--- src/rtl/rr_bus_arbiter3.sv ---
// rr_bus_arbiter3: three-requester round-robin bus arbiter with hold-limit rotation and registered data bus.
// Optional owner lock input is enabled by defining RR_ARB_LOCK_EN.
module rr_bus_arbiter3 #(
    parameter int WIDTH    = 16,
    parameter int MAX_HOLD = 4
) (
    input  logic             clock,
    input  logic             reset,
    input  logic [2:0]       req,
    input  logic [WIDTH-1:0] in1,
    input  logic [WIDTH-1:0] in2,
    input  logic [WIDTH-1:0] in3,
`ifdef RR_ARB_LOCK_EN
    input  logic             lock,
`endif
    output logic [2:0]       grant,
    output logic [1:0]       control,
    output logic [WIDTH-1:0] bus_out,
    output logic             bus_valid,
    output logic             busy
);
    typedef enum logic {IDLE, OWN} state_t;

    state_t           state_q, state_d;
    logic [2:0]       grant_q, grant_d;
    logic [1:0]       control_q, control_d, last_q, last_d, nxt;
    logic [3:0]       hold_q, hold_d;
    logic [WIDTH-1:0] bus_q, bus_d, owner_data;
    logic             valid_q, valid_d, own_req, locked;
    logic [2:0]       others;

    // First set bit of r searching from one past 'from', wrapping modulo 3.
    function automatic logic [1:0] rr_pick(input logic [2:0] r, input logic [1:0] from);
        logic [1:0] a, b;
        a = (from == 2'd2) ? 2'd0 : from + 2'd1;
        b = (a == 2'd2) ? 2'd0 : a + 2'd1;
        return r[a] ? a : (r[b] ? b : from);
    endfunction

`ifdef RR_ARB_LOCK_EN
    assign locked = lock;
`else
    assign locked = 1'b0;
`endif

    // grant_q is 000 in IDLE, so others equals req there and one pick serves both states.
    assign own_req    = |(req & grant_q);
    assign others     = req & ~grant_q;
    assign nxt        = rr_pick(others, last_q);
    assign owner_data = (control_q == 2'd0) ? in1 : (control_q == 2'd1) ? in2 : in3;

    always_comb begin
        state_d   = state_q;
        grant_d   = grant_q;
        control_d = control_q;
        last_d    = last_q;
        hold_d    = hold_q;
        bus_d     = bus_q;
        valid_d   = 1'b0;
        if (state_q == IDLE) begin
            if (|req) begin
                state_d   = OWN;
                grant_d   = 3'b001 << nxt;
                control_d = nxt;
                last_d    = nxt;
                hold_d    = 4'd1;
            end
        end else begin
            valid_d = own_req;
            bus_d   = own_req ? owner_data : bus_q;
            if (!own_req || (hold_q == 4'(MAX_HOLD) && |others && !locked)) begin
                if (|others) begin
                    grant_d   = 3'b001 << nxt;
                    control_d = nxt;
                    last_d    = nxt;
                    hold_d    = 4'd1;
                end else begin
                    state_d   = IDLE;
                    grant_d   = 3'b000;
                    control_d = 2'd0;
                    hold_d    = 4'd0;
                end
            end else begin
                hold_d = (hold_q == 4'(MAX_HOLD)) ? hold_q : hold_q + 4'd1;
            end
        end
    end

    always_ff @(posedge clock) begin
        if (reset) begin
            state_q   <= IDLE;
            grant_q   <= 3'b000;
            control_q <= 2'd0;
            last_q    <= 2'd2;
            hold_q    <= 4'd0;
            bus_q     <= '0;
            valid_q   <= 1'b0;
        end else begin
            state_q   <= state_d;
            grant_q   <= grant_d;
            control_q <= control_d;
            last_q    <= last_d;
            hold_q    <= hold_d;
            bus_q     <= bus_d;
            valid_q   <= valid_d;
        end
    end

    assign grant     = grant_q;
    assign control   = control_q;
    assign bus_out   = bus_q;
    assign bus_valid = valid_q;
    assign busy      = |grant_q;
endmodule
--- config.mk ---
export PLATFORM = sky130hd
export DESIGN_NAME = rr_bus_arbiter3
export DESIGN_NICKNAME = d
export VERILOG_FILES = /design/src/rtl/rr_bus_arbiter3.sv
export SDC_FILE = /design/constraint.sdc
export NUM_CORES = 1
export LEC_CHECK = 0
export CORE_MARGIN = 2
export CORE_UTILIZATION = 40
export CTS_CLUSTER_DIAMETER = 200
export CTS_CLUSTER_SIZE = 16
export DETAILED_ROUTE_END_ITERATION = 7
export PLACE_DENSITY = 0.9
export SLEW_MARGIN = 20
export SYNTH_ARGS = -nofsm -noshare
export SYNTH_HDL_FRONTEND = slang
export SYNTH_SLANG_ARGS = --single-unit
--- constraint.sdc ---
create_clock -name clock -period 1.8 [get_ports clock]
set_input_delay 0.27 -clock clock [delete_from_list [all_inputs] [get_ports clock]]
set_output_delay 0.27 -clock clock [all_outputs]
set_load 0.01 [all_outputs]
==> impl_metrics.py <==
metrics = {
    "final_layout": {
        "finalNonFillerCells": 338,
        "layout_commonest_cell": "sky130_fd_sc_hd__clkdlybuf4s50_1",
        "layout_common_cells": "sky130_fd_sc_hd__clkdlybuf4s50_1, sky130_fd_sc_hd__nand2_1, sky130_fd_sc_hd__dfxtp_1",
        "final_layout_size_suffix_gt1_frac": 0.131,
        "n_antenna_cell": 0,
        "num-nets-final": 344,
        "syn2layout_area_growth_pct": 68.7,
    },
    "clocking": {
        "cts_tree": "built",
        "cts_hold_buf": 0,
        "cts_htree_levels": 2,
        "clock_sink_count": 29,
        "clk-insertion-delay-late_ps": 280,
        "post_cts.repair.setup_buffers": 0,
        "numCtsBuffers": 5,
        "clk_root_buffer_cell": "sky130_fd_sc_hd__clkbuf_8",
        "clock_slew_at_reported_path_ffs_ps": 60,
        "clock_path_buffers": 2,
    },
    "global_routing": {
        "grt-ovfl-total": 0,
        "fraction_of_met1_tracks_used_by_global_routing": 0.227,
        "grt_start_max_net_pins": 34,
        "busiest_layer": "met2",
        "track_usage": 0.211,
        "antenna_violations_before_repair": 0,
        "use_met3": 0.0750,
        "first_pass_grt_wire_length_mm": 7.06,
        "grt_pass1_vias": 1666,
        "globalRouteMet2Util": 0.375,
    },
    "yosys": {
        "synthesized_area_per_cell_um2": 7.85,
        "yosysTopAreaCellShare": 0.375,
        "synth.net_count": 252,
        "synth_enable_flop_cells": 0,
        "ys.flop_type": "sky130_fd_sc_hd__dfxtp_1",
        "synth_seq_cells": 29,
        "cell_taking_the_most_area_after_synthesis": "sky130_fd_sc_hd__dfxtp_1",
        "netlist_top_cells_area": "sky130_fd_sc_hd__dfxtp_1, sky130_fd_sc_hd__nand2_1, sky130_fd_sc_hd__mux2i_1",
        "ys_async_sr_fraction": 0,
        "yosys_warnings": 0,
        "post_synth_instance_area_mm2": 0.00155,
        "yosysUniqueCellTypes": 39,
        "sequential_cell_area_fraction_in_the_yosys_report": 0.375,
        "syn-instance-count": 197,
    },
    "sta": {
        "tightestPinTransition_ps": 376,
        "layout_min_cycle_time_ps": 1750,
        "finalHoldViolations": 0,
        "unrepaired_setup_endpoints_after_global_routing": "true",
        "finalSetupViolCount": 0,
        "worst_clock_skew_ps": 4.21,
        "timing.max_slew.rel_slack": 0.748,
        "finalMaxSlewViolations": 0,
        "timing.fmax_mhz": 570,
        "layout_worst_path_cycle_share": 0.974,
    },
    "drt": {
        "wirelength_mm": 4.51,
        "via_per_inst": 5.03,
        "ant_nets": 0,
        "routed_wirelength_normalized_by_instance_count_um": 13.3,
        "routed-via-count": 1701,
        "drc": 0,
        "drt_pass1_iterations": 4,
        "dr.first_iter.drc_count": 93,
    },
    "critical_path": {
        "type_of_the_worst_setup_path": "in -> reg",
        "worstPathRequired_ps": 2010,
        "timing.critical_path.arrival_ps": 1970,
        "crit_path_max_fanout": 4,
        "worstSetupEndpointType": "register",
        "startpoint_type": "input pin",
    },
    "flow_run": {
        "maxCapViolations": 0,
    },
    "floorplan": {
        "die_h_um": 66.2,
        "design.portCount": 76,
        "floorplan.die.width_um": 66.2,
        "core.rowCount": 22,
        "fp.coreArea_mm2": 0.00369,
        "design.die.area_mm2": 0.00438,
        "initial_core_utilization": 0.419,
    },
    "placed_design": {
        "place_congestion": 0.956,
        "numPlacedInstances": 330,
        "io_buffers": 75,
        "dp_hpwl_mm": 3.41,
    },
    "min_path": {
        "hold_path.class": "reg -> reg",
    },
    "pwr": {
        "p_per_area_mw_per_mm2": 778,
        "p_leak_nw": 0.971,
        "design_power_total_mw": 2.03,
        "peakVddDrop_v": 0.000590,
    },
    "run_status": {
        "run_status": "completed",
    },
}
## worst max-delay path, cell delays in order
cell and delay [ps]:
sky130_fd_sc_hd__clkdlybuf4s50_1 420, sky130_fd_sc_hd__a222oi_1 350, sky130_fd_sc_hd__buf_4 190, sky130_fd_sc_hd__nand2b_2 180
sky130_fd_sc_hd__nor3_2 80, sky130_fd_sc_hd__or3_1 350, sky130_fd_sc_hd__a21boi_1 120
## kinds of logic after synthesis
family,count (synthesis),share of synthesized area
adder cells (fa/ha/maj),2,0.0162
buffers and inverters,14,0.0413
flip-flops,29,0.375
multiplexers,17,0.110
AO/OA/AOI/OAI,55,0.218
AND/OR/NAND/NOR,80,0.239
## area by class of cell
cell class | instances | area [um2]
inverter | 3 | 11.3
fill | 311 | 1080
multi-input combinational | 154 | 933
tap | 48 | 60.1
sequential | 29 | 581
clock buffer | 7 | 96.3
timing repair buffer | 96 | 922
clock inverter | 1 | 5.00
## registers in the layout, indices dropped and copies added (netlist names)
| name | flops |
|---|---|
| last_q | 2 |
| hold_q | 4 |
| bus_out | 16 |
| bus_valid | 1 |
| control | 2 |
| grant | 3 |
| state_q | 1 |
## Yosys cell counts, drive strengths merged (3+ instances only)
| master | number |
|---|---|
| o21ai | 22 |
| nor2b | 3 |
| a21oi | 18 |
| nor2 | 5 |
| nand2b | 5 |
| buf | 4 |
| mux2i | 17 |
| dfxtp | 29 |
| nand2 | 51 |
| nor3 | 3 |
| inv | 3 |
| clkbuf | 7 |
## metal layers
layer,routed length (um),vias to the layer above
met5,0,-
met1,1820,769
met4,55,0
met3,313,5
li1,-,874
met2,2320,53
## per-stage QoR
step                       util  setup slack, ps  cell area [um2]  setup TNS, ps  hold slack, ps
after floorplan               -              159             1550              0             364
after CTS                 0.698             23.0             2570              0             454
after global routing      0.707            -2.56             2610          -3.96             467
final                     0.707             46.5             2610              0             453
after detailed placement  0.671             -249             2470          -4300             446
after global placement    0.671             -195             2470          -3170             440
## report_power, final
group          internal (mW)  leakage (nW)  switching (mW)
clock network          0.345        0.0542           0.242
registers              0.700         0.236          0.0455
logic                  0.388         0.681           0.310
total                   1.43         0.971           0.597
## final timing paths
path,from,to,slack (ps),cells past startpoint
setup reg to reg,hold_q[0],last_q[1],80,7
hold reg to reg,bus_out[12],bus_out[12],450,2
setup / recovery,req[0],hold_q[3],50,7
hold / removal,bus_out[12],bus_out[12],450,2
## timing repair
action                                  in CTS  in global routing
pin swaps                                    0                  3
gates resized for setup                      1                  7
endpoints found under the setup margin       1                 15
(Power assumes the default switching activity.)
